[src/rtl/mem_bus_pkg.sv]
// Shared types and defaults for the memory bus arbiter and the address decoder.
// States, access-size encodings, region boundaries and the round-robin pick helper.
package mem_bus_pkg;

   typedef enum logic [1:0] {
      IDLE   = 2'd0,
      ACCESS = 2'd1,
      WAIT   = 2'd2,
      DONE   = 2'd3
   } state_t;

   typedef enum logic [1:0] {
      SZ_B = 2'd0,
      SZ_H = 2'd1,
      SZ_W = 2'd2,
      SZ_D = 2'd3
   } size_t;

   typedef struct packed {
      logic rom;
      logic ram;
      logic peri;
   } sel_t;

   localparam logic [31:0] ROM_TOP_DEF   = 32'h0000_0FFF;
   localparam logic [31:0] PERI_BASE_DEF = 32'hFFFF_F000;

   // Winner index for a non-zero request vector; on a tie the master that was
   // not granted last wins.
   function automatic logic rr_winner(input logic [1:0] req, input logic last);
      if (req == 2'b11) begin
         return ~last;
      end
      return req[1];
   endfunction

endpackage

[src/rtl/mem_addr_decode.sv]
// Address to one-hot {rom, ram, peri} chip select; purely combinational.
// Latency: none. Backpressure: none.
module mem_addr_decode
   import mem_bus_pkg::*;
#(
   parameter int          ADDR_W    = 32,
   parameter logic [31:0] ROM_TOP   = ROM_TOP_DEF,
   parameter logic [31:0] PERI_BASE = PERI_BASE_DEF
) (
   input  logic [ADDR_W-1:0] addr,
   output sel_t              sel
);

   localparam logic [ADDR_W-1:0] ROM_LAST  = ADDR_W'(ROM_TOP);
   localparam logic [ADDR_W-1:0] PERI_LOW  = ADDR_W'(PERI_BASE);

   // ROM takes priority so an overlapping configuration still yields one-hot.
   always_comb begin
      sel = '0;
      if (addr <= ROM_LAST) begin
         sel.rom = 1'b1;
      end else if (addr >= PERI_LOW) begin
         sel.peri = 1'b1;
      end else begin
         sel.ram = 1'b1;
      end
   end

endmodule

[src/rtl/mem_bus_arbiter.sv]
// Two-master round-robin arbiter for the shared memory bus with address decode (optional ARB_LOCK_EN bus lock).
// Latency: req to ack pulse is 3 + WAIT_CYCLES edges; ROM writes complete in 3 edges with err_o.
// Backpressure: requests wait in IDLE until granted; req_i must be held until ack_o.
module mem_bus_arbiter
   import mem_bus_pkg::*;
#(
   parameter int          ADDR_W      = 32,
   parameter int          DATA_W      = 64,
   parameter int          WAIT_CYCLES = 1,
   parameter logic [31:0] ROM_TOP     = ROM_TOP_DEF,
   parameter logic [31:0] PERI_BASE   = PERI_BASE_DEF
) (
   input  logic              clock,
   input  logic              reset,
   input  logic [1:0]        req_i,
   input  logic [ADDR_W-1:0] addr0_i,
   input  logic [ADDR_W-1:0] addr1_i,
   input  logic [DATA_W-1:0] wdata0_i,
   input  logic [DATA_W-1:0] wdata1_i,
   input  logic [1:0]        we_i,
   input  logic [1:0]        size0_i,
   input  logic [1:0]        size1_i,
   input  logic [1:0]        lock_i,
   output logic [1:0]        gnt_o,
   output logic [1:0]        ack_o,
   output logic              err_o,
   output logic [DATA_W-1:0] rdata_o,
   output logic [ADDR_W-1:0] mem_address,
   output logic [DATA_W-1:0] mem_data_out,
   input  logic [DATA_W-1:0] mem_data_in,
   output logic              mem_read,
   output logic              mem_write,
   output logic [1:0]        mem_size,
   output logic              rom_select,
   output logic              ram_select,
   output logic              peri_select
);

   localparam logic [3:0] WAIT_LD = 4'(WAIT_CYCLES);

   state_t            state_q, state_d;
   logic [1:0]        gnt_q, gnt_d;
   logic [1:0]        ack_q, ack_d;
   logic              err_q, err_d;
   logic              err_cond_q, err_cond_d;
   logic              ptr_q, ptr_d;
   logic              rd_q, rd_d;
   logic              wr_q, wr_d;
   logic              we_q, we_d;
   logic [3:0]        cnt_q, cnt_d;
   logic [DATA_W-1:0] rdata_q, rdata_d;
   logic [DATA_W-1:0] wdata_q, wdata_d;
   logic [ADDR_W-1:0] addr_q, addr_d;
   size_t             size_q, size_d;
   sel_t              sel_q, sel_d;

   logic              load;
   logic              lat_idx;
   logic [ADDR_W-1:0] lat_addr;
   logic [DATA_W-1:0] lat_wdata;
   logic              lat_we;
   size_t             lat_size;
   sel_t              lat_sel;

   // In IDLE the arbitration winner is loaded; otherwise the current owner reloads.
   assign lat_idx   = (state_q == IDLE) ? rr_winner(req_i, ptr_q) : gnt_q[1];
   assign lat_addr  = lat_idx ? addr1_i  : addr0_i;
   assign lat_wdata = lat_idx ? wdata1_i : wdata0_i;
   assign lat_we    = we_i[lat_idx];
   assign lat_size  = size_t'(lat_idx ? size1_i : size0_i);

   mem_addr_decode #(
      .ADDR_W    (ADDR_W),
      .ROM_TOP   (ROM_TOP),
      .PERI_BASE (PERI_BASE)
   ) u_addr_decode (
      .addr (lat_addr),
      .sel  (lat_sel)
   );

`ifndef ARB_LOCK_EN
   logic unused_lock;
   assign unused_lock = ^lock_i;
`endif

   always_comb begin
      state_d    = state_q;
      gnt_d      = gnt_q;
      ack_d      = 2'b00;
      err_d      = 1'b0;
      err_cond_d = err_cond_q;
      ptr_d      = ptr_q;
      rd_d       = rd_q;
      wr_d       = wr_q;
      cnt_d      = cnt_q;
      rdata_d    = rdata_q;
      addr_d     = addr_q;
      wdata_d    = wdata_q;
      we_d       = we_q;
      size_d     = size_q;
      sel_d      = sel_q;
      load       = 1'b0;

      case (state_q)
         IDLE: begin
            if (|req_i) begin
               load    = 1'b1;
               gnt_d   = lat_idx ? 2'b10 : 2'b01;
               ptr_d   = lat_idx;
               state_d = ACCESS;
            end
         end
         ACCESS: begin
            if (sel_q.rom && we_q) begin
               err_cond_d = 1'b1;
               state_d    = DONE;
            end else begin
               err_cond_d = 1'b0;
               rd_d       = ~we_q;
               wr_d       = we_q;
               cnt_d      = WAIT_LD;
               state_d    = (WAIT_LD == 4'd0) ? DONE : WAIT;
            end
         end
         WAIT: begin
            cnt_d = cnt_q - 4'd1;
            if (cnt_q <= 4'd1) begin
               state_d = DONE;
            end
         end
         DONE: begin
            ack_d   = gnt_q;
            err_d   = err_cond_q;
            if (!we_q) begin
               rdata_d = mem_data_in;
            end
            rd_d    = 1'b0;
            wr_d    = 1'b0;
            sel_d   = '0;
            gnt_d   = 2'b00;
            state_d = IDLE;
`ifdef ARB_LOCK_EN
            // Locked owner chains straight into its next access; pointer untouched.
            if (lock_i[lat_idx] && req_i[lat_idx]) begin
               load    = 1'b1;
               gnt_d   = gnt_q;
               state_d = ACCESS;
            end
`endif
         end
         default: state_d = IDLE;
      endcase

      if (load) begin
         addr_d  = lat_addr;
         wdata_d = lat_wdata;
         we_d    = lat_we;
         size_d  = lat_size;
         sel_d   = lat_sel;
      end
   end

   always_ff @(posedge clock) begin
      if (!reset) begin
         state_q    <= IDLE;
         gnt_q      <= 2'b00;
         ack_q      <= 2'b00;
         err_q      <= 1'b0;
         err_cond_q <= 1'b0;
         ptr_q      <= 1'b1;
         rd_q       <= 1'b0;
         wr_q       <= 1'b0;
         cnt_q      <= 4'd0;
         rdata_q    <= '0;
         addr_q     <= '0;
         wdata_q    <= '0;
         we_q       <= 1'b0;
         size_q     <= SZ_B;
         sel_q      <= '0;
      end else begin
         state_q    <= state_d;
         gnt_q      <= gnt_d;
         ack_q      <= ack_d;
         err_q      <= err_d;
         err_cond_q <= err_cond_d;
         ptr_q      <= ptr_d;
         rd_q       <= rd_d;
         wr_q       <= wr_d;
         cnt_q      <= cnt_d;
         rdata_q    <= rdata_d;
         addr_q     <= addr_d;
         wdata_q    <= wdata_d;
         we_q       <= we_d;
         size_q     <= size_d;
         sel_q      <= sel_d;
      end
   end

   assign gnt_o        = gnt_q;
   assign ack_o        = ack_q;
   assign err_o        = err_q;
   assign rdata_o      = rdata_q;
   assign mem_address  = addr_q;
   assign mem_data_out = wdata_q;
   assign mem_read     = rd_q;
   assign mem_write    = wr_q;
   assign mem_size     = size_q;
   assign rom_select   = sel_q.rom;
   assign ram_select   = sel_q.ram;
   assign peri_select  = sel_q.peri;

endmodule

[config.mk]
export PLATFORM = sky130hd
export DESIGN_NAME = mem_bus_arbiter
export DESIGN_NICKNAME = d
export VERILOG_FILES = /design/src/rtl/mem_bus_pkg.sv /design/src/rtl/mem_addr_decode.sv /design/src/rtl/mem_bus_arbiter.sv
export SDC_FILE = /design/constraint.sdc
export NUM_CORES = 1
export LEC_CHECK = 0
export CAP_MARGIN = 20
export CORE_AREA = 2 2 173 175
export CTS_BUF_LIST = sky130_fd_sc_hd__clkbuf_8
export DETAILED_ROUTE_END_ITERATION = 8
export DIE_AREA = 0 0 175 177
export PLACE_DENSITY = 0.58
export SLEW_MARGIN = 0
export SYNTH_ARGS = -nofsm -noshare
export SYNTH_HDL_FRONTEND = slang
export SYNTH_SLANG_ARGS = --single-unit
[constraint.sdc]
create_clock -name clock -period 2.4 [get_ports clock]
set_clock_uncertainty 0.15 [all_clocks]
set_input_delay 0.24 -clock clock [delete_from_list [all_inputs] [get_ports clock]]
set_output_delay 0.24 -clock clock [all_outputs]
set_load 0.1 [all_outputs]
==> reports/results.ini <==
[finish]
fillers=2902
finish.utilization_pct=44.38
stdcell_area_sq_um=12980
final_common_cell=clkdlybuf4s50_1
multi_input_area_sq_um=4076
num-nets-final=1552
layout-drive-gt1-share_pct=18.48
register_area_sq_um=3623
syn_to_final_growth_pct=61.20
layout_common_cells=264 x clkdlybuf4s50_1, 239 x nand2_1, 183 x buf_4, 181 x dfxtp_1

[critical_path]
r2r_start=state_q[0]
regToRegSetupSlack_ps=140
crit_fanout=17
cpPeakStageDelay_ps=360
arrival_ps=2460
cp-end-kind=register
cp_cell_sequence=inv_1 -> ha_2 -> nor2b_1 -> a31oi_4 -> buf_12 -> buf_4 -> mux2i_2 -> nand2_1 -> o211a_1
crit_required_ps=2600
critPathBufInv=3
reg2regPathDepth=9
r2r_end=we_q
worst_path_max_delay_cell=dfxtp_1
crit_type=register to register
cp-start-kind=register
critPathTopFamily=buffers and inverters

[clock_network]
worstSkewPairLatency_ps=450
cts.sinks=181
cts_hold_buffers=0
cts_tree=built
path_clk_slew_ps=110
cts_made_buffers=17
clock_path_buffers=2
htreeDepth=4
cts-root-buf=clkbuf_8
post-cts-setup-buffers=0

[timing]
hold_slack_ps=89.10
fmax_mhz=442.5
relSlewSlack_pct=69.71
worst_pin_slew_ps=454.3
slew_violations=0
rsz0062_at_grt=false
finalSetupViolations=0
min_period_over_period_pct=94.17
setup-tns-final_ps=0
fin_crit_ps=2260
hold_viol_final=0

[drt]
drc=0
routed_wl_microns=29180
antenna_left=0
num_vias=7699
drt_iter0_drc=288
wl_per_cell_microns=17.36
dr.pass1.iters=4
vias_per_cell=4.580

[power]
swShare_pct=55.80
clkPwrFrac_pct=12.4
switchingPower_mw=9.700
p_int_mw=7.684
p_leak_nw=6.394
vdd_drop_max_mv=0.9582
pwr-share-seq_pct=25.1
cellPowerDensity_nw_per_um2=1339
pwr-share-comb_pct=62.5

[logic_synthesis]
synth_nets=1139
synth_top_area_share_pct=45.00
synth.cell_area_sq_um=8051
synthTopCellsByArea=dfxtp_1 45%, mux2i_1 12%, o211a_1 12%, nand2_1 11%, a21boi_0 6.3%
yosysTopAreaCell=dfxtp_1
async_flop_share_pct=0
ys_seq_elements=181
ys_seq_area_share_pct=45.00
yosys_warnings=0
synth_edf_count=0
synth_flop_cell=dfxtp_1
netlist_instances=864
syn_avg_cell_area_sq_um=9.319
ys_types=36

[floorplanning]
fp.dieW_microns=175
io_pins=440
row_count=63
die-area_sq_um=30980
start_util_pct=27.53
die_h_microns=177
coreArea_sq_um=29240

[place]
gp_congestion=0.8293
hpwl_microns=22370
dpl_cell_area_sq_um=12580
portBuffers=437

[global_routing]
grt_antenna_before_repair=3
grt_max_degree=65
grtUsageTotal_pct=18.11
grt_pass1_vias=7530
grt_overflow=0
grt_pass1_wl_microns=43340

[min_path]
whs_path_depth=2
min_to=mem_address[23]
hold_path_startpoint=reset
hold_class=input pin to register

[job]
drv_cap=0

[outcome]
outcome=completed

## power by group through the flow
| stage | clock (mW) | combinational (mW) | sequential, mW |
|---|---|---|---|
| 4_1_cts | 2.27 | 11.0 | 4.37 |
| 6_report | 2.16 | 10.9 | 4.36 |
| 2_1_floorplan | 0 | 2.48 | 10.1 |
| 5_1_grt | 2.39 | 11.3 | 4.48 |
| 3_3_place_gp | 0 | 10.9 | 4.39 |
| 3_5_place_dp | 0 | 10.9 | 4.42 |
## through the flow
step	power (mW)	cells	worst slack (ps)
5_1_grt	18.21	1680	18.55
3_3_place_gp	15.33	1648	48.92
3_5_place_dp	15.36	1648	6.353
2_1_floorplan	12.55	864	126.1
6_report	17.38	1681	140.0
4_1_cts	17.60	1678	95.10
## worst max path at each step
stage | from | to | depth (start not counted)
final | state_q[0] | we_q | 9
after global routing | state_q[0] | mem_data_out[34] | 9
after CTS | state_q[0] | we_q | 9
after detailed placement | state_q[0] | we_q | 9
after global placement | state_q[0] | we_q | 9
after floorplan | gnt_o[1] | mem_address[0] | 8
## worst register-to-register path, stage by stage (launching register included)
cell and delay, ps:
dfxtp_1 360, inv_1 130, ha_2 300, nor2b_1 110
a31oi_4 200, buf_12 210, buf_4 230, mux2i_2 280
nand2_1 80, o211a_1 120
## cell families (layout without fill, tap and decap cells)
logic type / Yosys count / in the layout / share of synthesized area, %
compound gates: 196 / 196 / 20.96
xor+xnor: 1 / 1 / 0.1088
fa+ha+maj: 7 / 7 / 1.088
buf+inv: 77 / 501 / 4.848
flops: 181 / 181 / 45.00
mux: 100 / 100 / 12.43
other cells: 0 / 3 / 0
simple gates: 302 / 302 / 15.56
## cell type report
class,instances,share of cell area [%]
repair buffers,465,33.72
multi-input cells,606,31.41
flip-flops and latches,181,27.92
well taps,390,3.760
clock buffers,17,1.803
clock inverters,13,1.157
inverters,6,0.1735
diodes,3,0.05784
## flip-flops by register name, indices dropped and copies added (netlist names)
| signal | count |
|---|---|
| mem_read | 1 |
| mem_size | 2 |
| gnt_o | 2 |
| rdata_o | 64 |
| peri_select | 1 |
| ack_o | 2 |
| err_cond_q | 1 |
| mem_data_out | 64 |
| mem_address | 32 |
| cnt_q | 4 |
| mem_write | 1 |
| rom_select | 1 |
| err_o | 1 |
| state_q | 2 |
| we_q | 1 |
| ptr_q | 1 |
| ram_select | 1 |
## routing by layer
metal	GRT usage [%]	part of all wire, %	vias to the layer above
li1	-	-	3855
met1	20.35	40	3545
met2	31.65	49	285
met3	7.796	9.8	14
met4	4.306	1.2	0
met5	0	0	-
## Yosys cell counts, drive strengths merged (2+ instances only)
cell and n:
a21boi 68, a21oi 5, a32o 2, a32oi 2, and3 5, buf 27
clkbuf 44, dfxtp 181, ha 7, inv 6, mux2i 100, nand2 239
nand2b 2, nand3 7, nand3b 2, nand4 10, nor2 11, nor2b 10
nor3 5, nor4 10, o211a 99, o21a 2, o21ai 10, o31ai 2
## what timing repair did
item                                   4_1_cts  5_1_grt
endpoints found under the hold margin        0        0
setup endpoints to repair                    1        1
resized for setup                            1        1
Power figures use the tool's default switching activity.
